## src/rtl/ncpu32k_fifo_reader_pkg.sv

```systemverilog
// Shared defaults and sizing helpers for the FIFO read-side consumer.
package ncpu32k_fifo_reader_pkg;

    localparam int BUF_DEPTH_DEF = 2;

    // Occupancy needs one extra bit so a completely full buffer is representable.
    function automatic int occ_w(input int depth);
        return $clog2(depth) + 1;
    endfunction

endpackage

```

## src/rtl/ncpu32k_fifo_reader_if.sv

```systemverilog
// FIFO read port plus downstream valid/ready stream, seen from the reader (master) side.
interface ncpu32k_fifo_reader_if #(
    parameter int DW = 32
);
    logic [DW-1:0] fifo_dout;
    logic          fifo_empty;
    logic          fifo_pop;
    logic [DW-1:0] odat;
    logic          ovalid;
    logic          iready;

    modport master (
        input  fifo_dout, fifo_empty, iready,
        output fifo_pop, odat, ovalid
    );

    modport slave (
        output fifo_dout, fifo_empty, iready,
        input  fifo_pop, odat, ovalid
    );
endinterface

```

## src/rtl/ncpu32k_fifo_rd_buf.sv

```systemverilog
// BUF_DEPTH x DW ring buffer; fullness is tracked by cnt, pointers wrap with no extra bit.
module ncpu32k_fifo_rd_buf
    import ncpu32k_fifo_reader_pkg::*;
#(
    parameter int DW        = 32,
    parameter int BUF_DEPTH = BUF_DEPTH_DEF
) (
    input  logic                          clk,
    input  logic                          clr,
    input  logic                          wr_en,
    input  logic [DW-1:0]                 wdat,
    input  logic                          rd_en,
    output logic [DW-1:0]                 rdat,
    output logic [occ_w(BUF_DEPTH)-1:0]   cnt
);
    localparam int PW = $clog2(BUF_DEPTH);
    localparam int OW = occ_w(BUF_DEPTH);

    logic [DW-1:0] mem [BUF_DEPTH];
    logic [PW-1:0] wr_ptr;
    logic [PW-1:0] rd_ptr;

    always_ff @(posedge clk) begin
        if (clr) begin
            wr_ptr <= '0;
            rd_ptr <= '0;
            cnt    <= '0;
        end else begin
            if (wr_en)
                wr_ptr <= wr_ptr + PW'(1);
            if (rd_en)
                rd_ptr <= rd_ptr + PW'(1);
            cnt <= cnt + OW'(wr_en) - OW'(rd_en);
        end
    end

    // Storage carries no reset; entries are only meaningful while counted by cnt.
    always_ff @(posedge clk) begin
        if (wr_en)
            mem[wr_ptr] <= wdat;
    end

    assign rdat = mem[rd_ptr];

endmodule

```

## src/rtl/ncpu32k_fifo_reader.sv

```systemverilog
// Pop control for a registered-read FIFO: tracks the in-flight word and streams buffered data out.
module ncpu32k_fifo_reader
    import ncpu32k_fifo_reader_pkg::*;
#(
    parameter int DW        = 32,
    parameter int BUF_DEPTH = BUF_DEPTH_DEF
) (
    input  logic                          clk,
    input  logic                          rst_n,
    ncpu32k_fifo_reader_if.master         bus,
    input  logic                          flush,
    output logic [occ_w(BUF_DEPTH)-1:0]   occupancy
);
    localparam int OW = occ_w(BUF_DEPTH);
    localparam logic [OW:0] DEPTH_X = (OW + 1)'(BUF_DEPTH);

    logic          rd_pend;
    logic          clr;
    logic          deq;
    logic          capture;
    logic [OW-1:0] cnt;
    logic [OW:0]   committed;
    logic [DW-1:0] rdat;

    assign clr       = ~rst_n | flush;
    assign deq       = bus.ovalid & bus.iready;
    assign capture   = rd_pend & ~clr;
    assign committed = {1'b0, cnt} + {{OW{1'b0}}, rd_pend};

    // A dequeue this cycle frees a slot, so popping at full keeps one word per cycle flowing.
    assign bus.fifo_pop = rst_n & ~flush & ~bus.fifo_empty & ((committed < DEPTH_X) | deq);

    always_ff @(posedge clk) begin
        if (clr)
            rd_pend <= 1'b0;
        else
            rd_pend <= bus.fifo_pop;
    end

    ncpu32k_fifo_rd_buf #(
        .DW        (DW),
        .BUF_DEPTH (BUF_DEPTH)
    ) u_buf (
        .clk   (clk),
        .clr   (clr),
        .wr_en (capture),
        .wdat  (bus.fifo_dout),
        .rd_en (deq),
        .rdat  (rdat),
        .cnt   (cnt)
    );

    assign bus.ovalid = rst_n & (cnt != '0);
    assign bus.odat   = rdat;
    assign occupancy  = rst_n ? cnt : '0;

    always_ff @(posedge clk) begin
        if (rst_n)
            assert (committed <= DEPTH_X)
            else $error("buffer overcommitted: cnt=%0d rd_pend=%0b", cnt, rd_pend);
    end

endmodule

```

## src/flat_wrapper.sv

```systemverilog
// flat-port wrapper written by rule: the top's interface ports become plain ports
module ncpu32k_fifo_reader_flat import ncpu32k_fifo_reader_pkg::*;
#(
    parameter int DW        = 32,
    parameter int BUF_DEPTH = BUF_DEPTH_DEF
)
  (clk, rst_n, flush, occupancy, bus_fifo_dout, bus_fifo_empty, bus_iready, bus_fifo_pop, bus_odat, bus_ovalid);
  ncpu32k_fifo_reader_if #(.DW(DW)) bus_i ();
  input  logic clk;
  input  logic rst_n;
  input  logic flush;
  output logic [occ_w(BUF_DEPTH)-1:0] occupancy;
  input wire logic [$bits(bus_i.fifo_dout)-1:0] bus_fifo_dout;
  input wire logic [$bits(bus_i.fifo_empty)-1:0] bus_fifo_empty;
  input wire logic [$bits(bus_i.iready)-1:0] bus_iready;
  output wire logic [$bits(bus_i.fifo_pop)-1:0] bus_fifo_pop;
  output wire logic [$bits(bus_i.odat)-1:0] bus_odat;
  output wire logic [$bits(bus_i.ovalid)-1:0] bus_ovalid;
  assign bus_i.fifo_dout = bus_fifo_dout;
  assign bus_i.fifo_empty = bus_fifo_empty;
  assign bus_i.iready = bus_iready;
  assign bus_fifo_pop = bus_i.fifo_pop;
  assign bus_odat = bus_i.odat;
  assign bus_ovalid = bus_i.ovalid;
  ncpu32k_fifo_reader #(.DW(DW), .BUF_DEPTH(BUF_DEPTH)) u_core (.clk(clk), .rst_n(rst_n), .bus(bus_i), .flush(flush), .occupancy(occupancy));
endmodule
```

## config.mk

```make
export PLATFORM = sky130hd
export DESIGN_NAME = ncpu32k_fifo_reader_flat
export DESIGN_NICKNAME = d
export VERILOG_FILES = /design/src/rtl/ncpu32k_fifo_reader_pkg.sv /design/src/rtl/ncpu32k_fifo_reader_if.sv /design/src/rtl/ncpu32k_fifo_rd_buf.sv /design/src/rtl/ncpu32k_fifo_reader.sv /design/src/flat_wrapper.sv
export SDC_FILE = /design/constraint.sdc
export NUM_CORES = 1
export LEC_CHECK = 0
export ABC_AREA = 0
export CORE_MARGIN = 1
export CORE_UTILIZATION = 49
export CTS_BUF_LIST = sky130_fd_sc_hd__clkbuf_2
export DETAILED_ROUTE_END_ITERATION = 12
export PLACE_DENSITY = 0.79
export SLEW_MARGIN = 10
export SYNTH_ARGS = -nofsm -noshare
export SYNTH_HDL_FRONTEND = slang
export SYNTH_SLANG_ARGS = --single-unit
```

## constraint.sdc

```tcl
create_clock -name clk -period 3.3 [get_ports clk]
set_clock_uncertainty 0.2 [all_clocks]
set_input_delay 0.33 -clock clk [delete_from_list [all_inputs] [get_ports clk]]
set_output_delay 0.33 -clock clk [all_outputs]
set_load 0.03 [all_outputs]
```

==> flow_metrics.env, run 1 <==
export IMPL_status="complete, no violations"
export IMPL_antenna_cells=0
export IMPL_synth_cell_types=21
export IMPL_yosys_top_cells_area="edfxtp_1 (73%), mux2_2 (13%), dfxtp_1 (4.5%), buf_6 (1.3%), o211a_1 (1.1%)"
export IMPL_drive_above_1_share_pct=23.2
export IMPL_maxCapViolCount=0
export IMPL_hp_start="bus_fifo_dout[10]"
export IMPL_dp_slack_ns=0.703
export IMPL_p_leak_nw=1.23
export IMPL_slowest_stage="clkdlybuf4s50_1"
export IMPL_antenna_found_initial=0
export IMPL_setup_slack_ns=0.688
export IMPL_core_area_um2=5140
export IMPL_cp_max_fo=8
export IMPL_fin_nets=254
export IMPL_crit_type="in2out"
export IMPL_clkSinkCount=70
export IMPL_rsz0062_at_grt="no"
export IMPL_ctsResizeCount=0
export IMPL_fin_area_um2=3560
export IMPL_rows=26
export IMPL_ant_nets=0
export IMPL_cp_required_ns=2.77
export IMPL_slowest_delay_ns=0.66
export IMPL_wl_um=4740
export IMPL_setup_tns_final_ns=0
export IMPL_synth_top_area_cell="edfxtp_1"
export IMPL_crit_path_cell_trace="clkdlybuf4s50_1, o211a_1, o211a_1, clkdlybuf4s50_1"
export IMPL_clk_pin_slew_ns=0.19
export IMPL_holdPathEnd="u_core.u_buf.mem[0][10]$_DFFE_PP_"
export IMPL_post_cts_setup_buffer_count=0
export IMPL_yosysSeqAreaShare_pct=77.3
export IMPL_hold_viol=0
export IMPL_vias=1433
export IMPL_grt_pass1_wl_um=6840
export IMPL_syn_area_um2=2640
export IMPL_ys_ff_latch=70
export IMPL_post_route_drc_count=0
export IMPL_syn_avg_cell_area_um2=20.2
export IMPL_die_h_um=75.4
export IMPL_die_x_um=75.4
export IMPL_crit_path_start_kind="primary input"
export IMPL_via_per_inst=4.94
export IMPL_synth_net_count=170
export IMPL_pwr_share_seq_pct=64.6
export IMPL_placed_area_um2=3450
export IMPL_grt_pass1_vias=1469
export IMPL_fmax_ghz=0.383
export IMPL_syn2layout_area_growth_pct=35.0
export IMPL_cts_root_buf="clkbuf_2"
export IMPL_worst_slew_pin_transition_ns=0.407
export IMPL_dieArea_um2=5690
export IMPL_first_pass_iters=5
export IMPL_overflow=0
export IMPL_max_vdd_ir_drop_uv=272
export IMPL_hold_class="in2reg"
export IMPL_yosys_area_top_type_share_pct=72.8
export IMPL_place_congestion=0.643
export IMPL_hpwl_um=3370
export IMPL_p_comb_share_pct=5.5
export IMPL_swShare_pct=20.8
export IMPL_cts_buffer_depth=2
export IMPL_wl_per_cell_um=16.3
export IMPL_initial_core_util_pct=51.4
export IMPL_numPortBuffers=72
export IMPL_cts_buffers=9
export IMPL_track_usage_pct=17.6
export IMPL_pwr_density_cell_nw_per_um2=423
export IMPL_p_clk_share_pct=29.9
export IMPL_clk_latency_ns=0.44
export IMPL_htree_levels=3
export IMPL_grt_start_max_net_pins=21
export IMPL_rr_worst_depth=3
export IMPL_switching_power_w=0.000314
export IMPL_setup_viol=0
export IMPL_cts_hold_buf=0
export IMPL_slew_headroom_pct=72.8
export IMPL_final_fill_count=366
export IMPL_r2r_slack_ns=1.47
export IMPL_internal_power_w=0.00119
export IMPL_tritoncts="yes"
export IMPL_fin_crit_ns=2.61
export IMPL_drt_iter0_markers=63
export IMPL_r2r_end="u_core.u_buf.mem[0][22]$_DFFE_PP_"
export IMPL_slew_viol_final=0
export IMPL_period_share_pct=79.1
export IMPL_rr_startpoint="u_core.rd_pend$_SDFF_PP0_"
export IMPL_io_pins=73
export IMPL_crit_arrival_ns=2.08
export IMPL_hold_depth=1
export IMPL_cp_end_kind="output pin"
export IMPL_synth_warnings=0
export IMPL_synth_cells=131
worst max-delay path: cells and delay by family:
family	cells	cell delay, ns
buffers and inverters	2	1.24
AOI/OAI and AO/OA	2	0.51
final cells by class:
class	count	area, um^2	share of cell area [%]
clock buffer	9	45.0	1.26
clock inverter	7	63.8	1.79
tap	70	87.6	2.46
multi-input combinational	55	559	15.7
sequential	70	2040	57.3
inverter	2	7.51	0.211
timing repair buffer	77	758	21.3
power groups by stage:
| stage | Combinational (W) | Clock, W | Sequential, W |
|---|---|---|---|
| global route | 0.0000882 | 0.000501 | 0.000975 |
| finish | 0.0000832 | 0.000451 | 0.000974 |
| detailed placement | 0.0000836 | 0 | 0.000994 |
| floorplan | 0.0000215 | 0 | 0.000994 |
| global placement | 0.0000790 | 0 | 0.000994 |
| CTS | 0.0000840 | 0.000464 | 0.000974 |
flip-flops by register name, summed over array words and instances, names as in the netlist, named ones only:
signal / count
u_core.u_buf.cnt: 2
u_core.u_buf.mem: 64
u_core.u_buf.rd_ptr: 1
u_core.rd_pend: 1
u_core.u_buf.wr_ptr: 1
cells in the final DEF, fill, tap and decap left out, drive strengths merged, types with 2 or more instances in the layout:
cell type and n:
buf 5, mux2i 2, edfxtp 64, dfxtp 6, clkbuf 9, inv 3
o211a 3, mux2 32, clkinv 4, nor2 3, nand3b 2, clkdlybuf4s50 72
and2 3, ha 2
synth_stat cells, drive strengths merged:
library cell / number
nand3b: 2
and3: 1
dfxtp: 6
o211a: 3
a21oi: 1
nor2: 3
buf: 3
or2: 1
inv: 2
xnor2: 1
mux2i: 2
edfxtp: 64
or3b: 1
mux2: 32
or2b: 1
nor2b: 1
and2: 3
ha: 2
clkbuf: 1
xnor3: 1
routing by layer:
metal | global-route usage, % | part of all wire (%) | vias to the layer above | routed length (um)
met2 | 31.1 | 54 | 48 | 2570
met5 | 0 | 0 | - | 0
met1 | 19.4 | 40 | 703 | 1880
met4 | 6.38 | 0.78 | 0 | 37
met3 | 7.01 | 5.2 | 4 | 248
li1 | - | - | 678 | -
worst max-delay path by stage:
stage                     slack, ns                                to  startpoint
after floorplan                0.82  u_core.u_buf.mem[0][0]$_DFFE_PP_       flush
after global routing           0.57                      bus_odat[26]    register
final                          0.69                      bus_fifo_pop       rst_n
after detailed placement       0.70                      bus_fifo_pop       rst_n
after global placement         0.78                      bus_fifo_pop       rst_n
after CTS                      0.67                      bus_odat[10]    register
logic make-up (layout without fill, tap and decap cells):
family	count (synthesis)	count (layout)	synth area share, %
compound gates	4	4	1.33
fa+ha+maj	2	2	0.948
flops	70	70	77.3
xor+xnor	2	2	1.18
simple gates	13	13	3.03
mux	34	34	14.4
buf+inv	6	95	1.75
through the flow:
stage	total power, W	hold WS, ns	utilization, %	cells
5_1_grt	0.00156	0.159	69.3	290
3_5_place_dp	0.00108	0.340	67.2	274
4_1_cts	0.00152	0.198	69.3	290
6_report	0.00151	0.250	69.3	290
2_1_floorplan	0.00102	0.229	-	131
3_3_place_gp	0.00107	0.301	67.2	274
No activity file was read; power rests on OpenSTA's default activity.
==> inputs of run 2 (changes only) <==
--- a/config.mk
+++ b/config.mk
@@ -7,10 +7,10 @@
 export LEC_CHECK = 0
 export ABC_AREA = 0
 export CORE_MARGIN = 1
-export CORE_UTILIZATION = 49
+export CORE_UTILIZATION = 44
 export CTS_BUF_LIST = sky130_fd_sc_hd__clkbuf_2
 export DETAILED_ROUTE_END_ITERATION = 12
-export PLACE_DENSITY = 0.79
+export PLACE_DENSITY = 0.75
 export SLEW_MARGIN = 10
 export SYNTH_ARGS = -nofsm -noshare
 export SYNTH_HDL_FRONTEND = slang
==> constraint.sdc (replaced) <==
create_clock -name clk -period 2.1 [get_ports clk]
set_clock_uncertainty 0.2 [all_clocks]
set_input_delay 0.21 -clock clk [delete_from_list [all_inputs] [get_ports clk]]
set_output_delay 0.21 -clock clk [all_outputs]
set_load 0.03 [all_outputs]
==> run 2 against run 1 <==
Against the previous run:
- combinational power up 55%
- largest power group unchanged
- register-to-register slack got worse by 1.1 ns
- critical endpoint unchanged
- largest cell class unchanged
- die area up 11%
- core utilization decreased by 6.8 points
- power is 71% higher
- flip-flop and latch count is the same
- wire length up 0.55%
- first-iteration DRC count down 30%
- final area shrank 0.98%
- worst setup slack got worse by 0.59 ns
- highest routed layer unchanged
==> flow_metrics.env, run 2 (synthesis gave the netlist of run 1 again) <==
export IMPL_status="complete, no violations"
export IMPL_fin_hold_ws_ns=0.124
export IMPL_slew_headroom_pct=79.9
export IMPL_slowest_stage="dfxtp_1"
export IMPL_hpwl_um=3350
export IMPL_cts_buffers=9
export IMPL_grtUsageMet2_pct=28.9
export IMPL_setup_viol=0
export IMPL_wl_per_cell_um=16.0
export IMPL_ant_nets=0
export IMPL_regMostFlops="u_core.u_buf.mem"
export IMPL_crit_arrival_ns=1.59
export IMPL_vias=1484
export IMPL_slowest_delay_ns=0.37
export IMPL_grt_start_max_net_pins=22
export IMPL_final_util_pct=62.5
export IMPL_period_share_pct=95.3
export IMPL_die_x_um=79.5
export IMPL_place_congestion=0.682
export IMPL_grt_pass1_vias=1541
export IMPL_final_common_cell="edfxtp_1"
export IMPL_drt_iter0_markers=44
export IMPL_fin_crit_ns=2.00
export IMPL_tritoncts="yes"
export IMPL_first_pass_iters=4
export IMPL_multi_input_area_um2=559
export IMPL_rsz0062_at_grt="no"
export IMPL_maxCapViolCount=0
export IMPL_crit_type="reg2out"
export IMPL_power_w=0.00258
export IMPL_final_cell_mix="edfxtp_1 (64), clkdlybuf4s50_1 (36), buf_2 (32)"
export IMPL_overflow=0
export IMPL_hold_class="in2reg"
export IMPL_p_leak_nw=1.31
export IMPL_cts_root_buf="clkbuf_2"
export IMPL_fmax_ghz=0.499
export IMPL_post_route_drc_count=0
export IMPL_cts_hold_buf=0
export IMPL_top_regs="u_core.u_buf.mem: 64 flops, u_core.u_buf.cnt: 2 flops"
export IMPL_wl_um=4760
export IMPL_worst_slew_pin_transition_ns=0.303
export IMPL_cts_buffer_depth=2
export IMPL_drive_above_1_share_pct=40.7
export IMPL_fin_nets=261
export IMPL_grt_use_met1_pct=18.2
export IMPL_antenna_found_initial=0
export IMPL_cp_end_kind="output pin"
export IMPL_die_h_um=79.5
export IMPL_clk_pin_slew_ns=0.18
export IMPL_cp_required_ns=1.69
export IMPL_antenna_cells=0
export IMPL_rows=27
export IMPL_layout_cells_non_filler=298
export IMPL_numPortBuffers=72
export IMPL_track_usage_pct=16.4
export IMPL_setup_tns_final_ns=0
export IMPL_grtUsageMet3_pct=4.00
export IMPL_largest_reg_flops=64
export IMPL_seqCellArea_um2=2050
export IMPL_max_vdd_ir_drop_uv=406
export IMPL_slew_viol_final=0
export IMPL_htree_levels=3
export IMPL_final_fill_count=439
export IMPL_io_pins=73
export IMPL_crit_path_start_kind="register"
export IMPL_initial_core_util_pct=46.8
export IMPL_top_usage_layer="met2"
export IMPL_pwr_density_cell_nw_per_um2=731
export IMPL_hold_viol=0
export IMPL_cp_max_fo=4
export IMPL_dieArea_um2=6310
export IMPL_syn2layout_area_growth_pct=33.6
export IMPL_crit_path_cell_trace="o211a_1, buf_4, o211a_1, buf_4"
export IMPL_core_area_um2=5640
export IMPL_clkSinkCount=70
export IMPL_clk_latency_ns=0.44
export IMPL_via_per_inst=4.98
export IMPL_dp_cells=282
export IMPL_grt_pass1_wl_um=7420
-- run 2: changes by cell type in the layout (fill, tap and decap cells not counted), sizes merged, moves of 2 or more --
cell           delta
clkdlybuf4s50    -36
dlygate4sd2       +2
buf              +40
bufinv            +2
-- run 2: final cells by class --
cell class,instances,area share [%]
Clock buffer,9,1.28
Clock inverter,6,2.87
Inverter,2,0.213
Multi-Input combinational cell,55,15.9
Sequential cell,70,58.0
Tap cell,72,2.55
Timing Repair Buffer,84,19.2
-- run 2: what timing repair did --
item | in CTS | in global routing
buffers inserted | 0 | 1
resized for setup | 103 | 65
setup endpoints to repair | 35 | 33
hold endpoints to repair | 0 | 0
-- run 2: per-layer routing --
layer	up-vias	share of wire, %
met4	0	1.6
met3	9	5.1
li1	689	-
met2	49	54
met5	-	0
met1	737	39
-- run 2: metrics by stage --
| step | setup slack (ns) | instance area (um^2) |
|---|---|---|
| after floorplan | 0.173 | 2640 |
| after global placement | 0.0292 | 3540 |
| after detailed placement | 0.0132 | 3540 |
| after CTS | 0.000802 | 3720 |
| after global routing | 0.00305 | 3530 |
| final | 0.0980 | 3530 |
-- run 2: final timing paths --
kind | startpoint | to | slack, ns | cells after the start
worst max-delay path | u_core.u_buf.cnt[1]$_SDFF_PP0_ | bus_fifo_pop | 0.1 | 4
worst min-delay path | bus_fifo_dout[23] | u_core.u_buf.mem[0][23]$_DFFE_PP_ | 0.12 | 1
worst max register to register | u_core.u_buf.cnt[1]$_SDFF_PP0_ | u_core.u_buf.cnt[1]$_SDFF_PP0_ | 0.41 | 6
worst min register to register | u_core.u_buf.rd_ptr$_SDFFE_PP0P_ | register | 0.34 | 2
-- run 2: worst max-delay path, delay by kind of cell, from the launching register on --
family                 cells  cell delay, ns
flip-flops                 1            0.37
AO/OA/AOI/OAI              2            0.46
buffers and inverters      2            0.32
-- run 2: report_power, final --
| part | internal, W | total [W] | switching, W |
|---|---|---|---|
| clock | 0.000497 | 0.000922 | 0.000425 |
| combinational | 0.0000792 | 0.000129 | 0.0000500 |
| sequential | 0.00153 | 0.00153 | 0.00000331 |
